### config.mk
export PLATFORM = sky130hd
export DESIGN_NAME = booth_result_bcd
export DESIGN_NICKNAME = d
export VERILOG_FILES = /design/src/rtl/booth_result_bcd.sv
export SDC_FILE = /design/constraint.sdc
export NUM_CORES = 1
export LEC_CHECK = 0
export ABC_AREA = 1
export CAP_MARGIN = 25
export CELL_PAD_IN_SITES_DETAIL_PLACEMENT = 1
export CELL_PAD_IN_SITES_GLOBAL_PLACEMENT = 1
export CORE_ASPECT_RATIO = 1.5
export CORE_MARGIN = 2
export CORE_UTILIZATION = 35
export DETAILED_ROUTE_END_ITERATION = 7
export PLACE_DENSITY = 0.81
export SLEW_MARGIN = 15
export SYNTH_ARGS = -nofsm -noshare
export SYNTH_HDL_FRONTEND = slang
export SYNTH_SLANG_ARGS = --single-unit
### constraint.sdc
create_clock -name clk -period 1.48 [get_ports clk]
set_input_delay 0.37 -clock clk [delete_from_list [all_inputs] [get_ports clk]]
set_output_delay 0.37 -clock clk [all_outputs]
set_load 0.05 [all_outputs]
### src/rtl/booth_result_bcd.sv
// Signed Booth product to sign / magnitude / packed BCD converter.
// Sequential double-dabble, one iteration per clock, valid/ready on both sides.
module booth_result_bcd #(
  parameter int unsigned WORD_LENGTH = 16,
  parameter int unsigned DIGITS      = 10
) (
  input  logic                     clk,
  input  logic                     reset,
  input  logic [2*WORD_LENGTH-1:0] Product,
  input  logic                     in_valid,
  output logic                     in_ready,
  output logic                     Sign,
  output logic [2*WORD_LENGTH-1:0] Magnitude,
  output logic [4*DIGITS-1:0]      Bcd,
  output logic                     out_valid,
  input  logic                     out_ready
);

  localparam int unsigned PW = 2 * WORD_LENGTH;
  localparam int unsigned BW = 4 * DIGITS;
  localparam int unsigned CW = $clog2(PW) + 1;

  // 10^DIGITS must exceed the largest magnitude, 2^(PW-1).
  function automatic bit digits_sufficient();
    logic [511:0] pow;
    pow = 512'd1;
    for (int i = 0; i < int'(DIGITS); i++) pow = pow * 512'd10;
    return pow > (512'd1 << (PW - 1));
  endfunction

  localparam bit DigitsOk = digits_sufficient();

  if (!DigitsOk) begin : gen_digits_check
    $error("DIGITS too small to represent a 2*WORD_LENGTH-bit magnitude");
  end

  typedef enum logic [1:0] {StIdle, StConvert, StDone} state_e;

  state_e          state_q, state_d;
  logic            sign_q;
  logic [PW-1:0]   mag_q;
  logic [PW-1:0]   shreg_q;
  logic [BW-1:0]   acc_q;
  logic [BW-1:0]   bcd_q;
  logic [CW-1:0]   cnt_q;

  logic [PW-1:0]   abs_product;
  logic [BW-1:0]   acc_adj;
  logic [BW-1:0]   acc_shift;
  logic [PW-1:0]   shreg_shift;
  logic            last_iter;

  // Unsigned result, so the most negative product maps cleanly to 2^(PW-1).
  always_comb begin
    abs_product = Product[PW-1] ? (~Product + PW'(1)) : Product;
  end

  always_comb begin
    acc_adj = acc_q;
    for (int i = 0; i < int'(DIGITS); i++) begin
      if (acc_q[4*i+:4] >= 4'd5) acc_adj[4*i+:4] = acc_q[4*i+:4] + 4'd3;
    end
    acc_shift   = {acc_adj[BW-2:0], shreg_q[PW-1]};
    shreg_shift = {shreg_q[PW-2:0], 1'b0};
    last_iter   = (cnt_q == CW'(PW - 1));
  end

  always_ff @(posedge clk) begin
    if (!reset) state_q <= StIdle;
    else        state_q <= state_d;
  end

  always_comb begin
    state_d = state_q;
    unique case (state_q)
      StIdle:    if (in_valid)  state_d = StConvert;
      StConvert: if (last_iter) state_d = StDone;
      StDone:    if (out_ready) state_d = StIdle;
      default:                  state_d = StIdle;
    endcase
  end

  always_comb begin
    in_ready  = (state_q == StIdle);
    out_valid = (state_q == StDone);
  end

  always_ff @(posedge clk) begin
    if (!reset) begin
      sign_q  <= 1'b0;
      mag_q   <= '0;
      shreg_q <= '0;
      acc_q   <= '0;
      bcd_q   <= '0;
      cnt_q   <= '0;
    end else begin
      unique case (state_q)
        StIdle: begin
          if (in_valid) begin
            sign_q  <= Product[PW-1];
            mag_q   <= abs_product;
            shreg_q <= abs_product;
            acc_q   <= '0;
            cnt_q   <= '0;
          end
        end
        StConvert: begin
          acc_q   <= acc_shift;
          shreg_q <= shreg_shift;
          cnt_q   <= cnt_q + CW'(1);
          if (last_iter) bcd_q <= acc_shift;
        end
        default: ;
      endcase
    end
  end

  assign Sign      = sign_q;
  assign Magnitude = mag_q;
  assign Bcd       = bcd_q;

endmodule

# == Word-level counts from Yosys, hierarchy flattened ==
# Cells that the tools add are included.
# word_totals
latchBits,0
n_memories,0
reg_bits,153
in_bits,36
out_inout_bits,75
ram_bits,0
mem_bits_ro,0
# op_classes
n_mul,0
eq_ne,6
div_mod_pow,0
reduce_logical,6
n_bitwise,1
n_addsub,12
n_lt_le_gt_ge,10
n_mux,21
shift,0
# ops
cell,n
$pmux 40 s2,1
$mux 32,2
$pmux 32 s2,1
$ge 4x3->1 const B,10
$mux 40,1
$add 4x2->4 const B,9
$mux 4,9
$add 32x1->32 const B,1
$not 32->32,1
$pmux 6 s2,1
$add 6x1->6 const B,1
$eq 6x5->1 const B,1
$mux 2,3
$mux 6,1
$pmux 2 s3,1
$reduce_and 2->1,3
$ne 2x2->1 const B,2
$add 3x2->3 const B,1
$mux 3,1
$reduce_and 3->1,1
$eq 2x1->1 const B,1
$eq 2x2->1 const B,1
$logic_not 2->1,1
$ne 2x1->1 const B,1
$reduce_bool 2->1,1

# == Depth between registers and ports, before layout ==
# logic_depth
ltp_word,5
mapped_depth,11
mapped_depth_nobuf,10

# == Worst setup path before layout ==
# Ideal clock, no wire load.
# synth_path
path_kind,in2reg
startpoint,input Product[1]
endpoint,register mag_q[24] (netlist: Magnitude[24])
t_arrival_ns,1.436
cell_stages,10
path_slack_ns,-0.088
setup_ns,0.132
path_cell_list,inv_1 > ha_1 > nand3_1 > nand2_1 > nand2_1 > nor2_2 > buf_4 > nand4_1 > nand3_1 > a21oi_1
# synth_via
elab_chain_cells,3
# synth_lines
item,line_no,text
"start, declared",9,"input logic [2*WORD_LENGTH-1:0] Product,"
$not 32->32,55,abs_product = Product[PW-1] ? (~Product + PW'(1)) : Product;
$add 32x1->32,55,
$mux 32,55,
"end signal, assigned",101,mag_q <= abs_product;
"end, declared",41,logic [PW-1:0] mag_q;
# No other way between the ends.
# A chain may end at the register's enable or synchronous reset.

# == Worst setup path after layout ==
# layout_path
startpoint,register cnt_q[0]
endpoint,register bcd_q[39] (netlist: Bcd[39])
# layout_via
elab_chain_cells,2
# layout_lines
item,line_no,text
"start, declared",45,logic [CW-1:0] cnt_q;
"start signal, assigned",110,cnt_q <= cnt_q + CW'(1);
$eq 6x5->1,65,last_iter = (cnt_q == CW'(PW - 1));
$reduce_and 2->1 (no source line),-,
"end signal, assigned",111,if (last_iter) bcd_q <= acc_shift;
"end, declared",44,logic [BW-1:0] bcd_q;
# No other way between the ends.

==> reports/summary.txt <==
Hold crit path type - in2reg
Io pins - 111
Seq. cell area - 3120 um2
Initial antenna violation count - 1
Relative slew slack - 70.6%
Critical-path maximum fanout - 7
CTS Root Cell - clkbuf_16
H-tree depth - 4
Failing checks - setup timing
Flop2flop setup slack - -0.38 ns
Synth unique cells - 34
Vias in the first global route - 9186
Worst skew pair latency - 0.45 ns
Post-cts hold buffer count - 0
Main synth FF type - dfxtp_1
Status - finished with violations
RSZ-0062 raised after global routing - yes
Max cap viols - 0
Slew at the pin with the worst max-slew slack - 0.436 ns
CTS tree - done
Tmin final - 1.86 ns
Multi-input gate area - 5110 um2
Synth Register Bits - 153
Met2 usage - 52.2%
Remaining antenna violation count - 0
Residual DRC - 0
Total CTS buffers - 17
Post-Synthesis Cells - 1043
CP cell instances - ha_4 > inv_2 > nor3_4 > nand2_2 > nor2_4 > buf_6 > buf_12 > nand3_4 > a21oi_2
Filler Cells Inserted - 2223
Largest net degree at the start of global routing - 31
CP Class - reg2reg
Avg Vias per Cell - 5.86
Overall Global Routing Usage - 27.7%
Worst path required time - 1.81 ns
Ys async rst share - 0%
CP peak stage delay - 0.36 ns
PwrDens - 841 nW/um2
WHS Path Cells - 3
Total power - 11000 uW
WL/cell - 25.3 um
Max Fclk - 537 MHz
Reg clk slew, reported paths - 0.07 ns
First-pass GRT wire length - 48.5 mm
YS warnings - 0
Detailed placement HPWL - 18.5 mm
Syn-to-layout area delta - 77.8%
Synth top area share - 41.8%
CP top delay family - simple AND/OR/NAND/NOR gates
Starting DRC count in detailed routing - 567
Avg Inst Size Synth - 7.03 um2
Critical Path Start - cnt_q[0]$_SDFFE_PN0P_
Worst vdd ir - 0.499 mV
Worst R2R Start - cnt_q[0]$_SDFFE_PN0P_
DP Worst Slack - -0.760 ns
Crit-path slowest cell - dfxtp_2
Fin crit share - 126%
IO buf count - 110
Die area - 22100 um2
RePlAce Congestion - 0.909
Post-layout util - 63.5%
Initial Util - 35.7%
Die Ht - 181 um
Sink Count - 153
Worst Hold Endpoint - shreg_q[0]$_SDFFE_PN0P_
Clock Tree Buf Depth - 2
WP data arrival - 2.19 ns
Final setup fails - 112
Leak pwr - 0.00486 uW
Seq/Total Area, Yosys - 41.8%
Die W - 122 um
Worst Skew - 0.0177 ns
Syn nets - 1101
Largest area contributor in the netlist - dfxtp_1
Buf/Inv on CP - 3
Area contributors post-synth - dfxtp_1 (42%), nand2_1 (14%), a21oi_1 (10%)
Vias - 9055
Share of cells above drive strength 1 - 46.4%
Final WS setup - -0.384 ns
Post-layout nets - 1326
Met3 usage in global routing - 4.23%
Worst min-delay path startpoint - Product[0]
Final hold vios - 0
Total Routed Length - 39.1 mm
R2R Path End - Bcd[39]$_SDFFE_PN0P_
CP Capture Type - register
1st-pass router iterations - 5
M1 GR Usage - 28.9%
Top Usage Layer GRT - met2
FP Rows - 64
Syn Std Cell Area - 7330 um2
Area of the core - 20500 um2
Ant. Diodes - 0
Critical Path Source Type - register
Grt total ovfl - 0
Worst R2R Path Depth - 9
Slew Viols, Final - 0
EDFF count, synth - 0
==> area by class of cell <==
type | count | area share, %
clock buffers | 18 | 3.37
clock inverters | 14 | 1.08
inverters | 88 | 2.78
multi-input cells | 749 | 39.2
flip-flops and latches | 153 | 24.0
well taps | 264 | 2.54
repair buffers | 259 | 27.1
==> worst reg2reg max path: stages (launching register included) <==
cell     delay (ns)
dfxtp_2        0.36
ha_4           0.13
inv_2          0.05
nor3_4         0.16
nand2_2        0.11
nor2_4         0.21
buf_6          0.18
buf_12         0.16
nand3_4        0.08
a21oi_2        0.30
==> worst max path at each step <==
stage / end / slack, ns / depth (start not counted)
2_1_floorplan: Magnitude[24]$_SDFFE_PN0P_ / 0.005 / 10
3_5_place_dp: Magnitude[30]$_SDFFE_PN0P_ / -0.76 / 11
3_3_place_gp: Magnitude[30]$_SDFFE_PN0P_ / -0.63 / 11
6_report: Bcd[39]$_SDFFE_PN0P_ / -0.38 / 9
5_1_grt: Bcd[39]$_SDFFE_PN0P_ / -0.41 / 9
4_1_cts: Bcd[24]$_SDFFE_PN0P_ / -0.15 / 10
==> registers in the layout (all words and copies together), names as in the netlist <==
name,count
Bcd,40
state_q,2
shreg_q,32
Sign,1
acc_q,40
cnt_q,6
Magnitude,32
==> cells in the mapped netlist (3+ instances only) <==
cell / n
xor2_1: 10
or2_2: 17
a22oi_1: 19
nor2_2: 3
nand4_1: 5
nand2_1: 274
nand3_1: 83
a31oi_1: 12
nor2_1: 68
inv_2: 11
nand3b_1: 5
o22ai_1: 7
buf_2: 18
buf_1: 5
dfxtp_1: 153
o21ai_1: 8
a21oi_1: 150
inv_1: 77
clkbuf_1: 28
ha_1: 22
o21a_1: 9
o21ai_0: 42
==> routing by layer <==
layer  vias up  share of wire (%)
met2       443                 52
met3       223                5.4
li1       3901                  -
met5         -              0.033
met1      4486                 34
met4         2                7.8
==> timing repair <==
| action | in CTS | in global routing |
|---|---|---|
| endpoints found under the setup margin | 122 | 141 |
| setup buffers | 17 | 25 |
| gates resized for setup | 162 | 313 |
| gates cloned | 4 | 10 |
| pin swaps | 50 | 99 |
==> cells in the final DEF (no fill, tap or decap), types with 6 or more instances in the layout <==
cell | synthesis | layout
o21ai_2 | 0 | 15
o21ai_1 | 8 | 14
inv_4 | 0 | 11
o21a_1 | 9 | 9
inv_2 | 11 | 25
buf_4 | 1 | 98
ha_1 | 22 | 6
a21oi_1 | 150 | 88
dfxtp_1 | 153 | 126
nor2_1 | 68 | 31
a21oi_4 | 0 | 7
or2_2 | 17 | 16
dfxtp_2 | 0 | 17
nand3_1 | 83 | 49
o21ai_0 | 42 | 18
a22oi_2 | 0 | 12
clkdlybuf4s50_1 | 0 | 9
nand2_4 | 0 | 9
nand3_4 | 0 | 14
a21oi_2 | 0 | 55
dlygate4sd2_1 | 0 | 11
nor2_2 | 3 | 21
nand3_2 | 0 | 20
inv_1 | 77 | 51
nand2_2 | 2 | 47
a22oi_1 | 19 | 7
a31oi_1 | 12 | 11
ha_4 | 0 | 11
buf_12 | 0 | 98
dfxtp_4 | 0 | 10
dlymetal6s2s_1 | 0 | 14
clkbuf_16 | 0 | 25
nor2_4 | 1 | 20
nand2_1 | 274 | 221
buf_6 | 2 | 17
==> cell families after synthesis <==
| family | after synthesis | share of synthesized area, % |
|---|---|---|
| AND/OR/NAND/NOR | 463 | 26.6 |
| XOR/XNOR | 10 | 1.20 |
| AO/OA/AOI/OAI | 253 | 18.8 |
| flip-flops | 153 | 41.8 |
| adder cells (fa/ha/maj) | 22 | 3.76 |
| buffers and inverters | 142 | 7.84 |
==> per-stage QoR <==
step | std cells | instance area [um2] | hold WS, ns | TNS (ns)
2_1_floorplan | 1043 | 7350 | 0.440 | 0
3_3_place_gp | 1463 | 10200 | 0.456 | -44.32
3_5_place_dp | 1463 | 10200 | 0.463 | -51.02
4_1_cts | 1515 | 11500 | 0.457 | -2.75
5_1_grt | 1545 | 13000 | 0.360 | -18.41
6_report | 1545 | 13000 | 0.316 | -12.67
==> report_power, final <==
part           total [uW]  switching (uW)  internal, uW  leakage, uW
Sequential           4380             142          4240      0.00126
Clock                4470            2070          2400     0.000280
Combinational        2110            1190           920      0.00332
(Power assumes the default switching activity.)
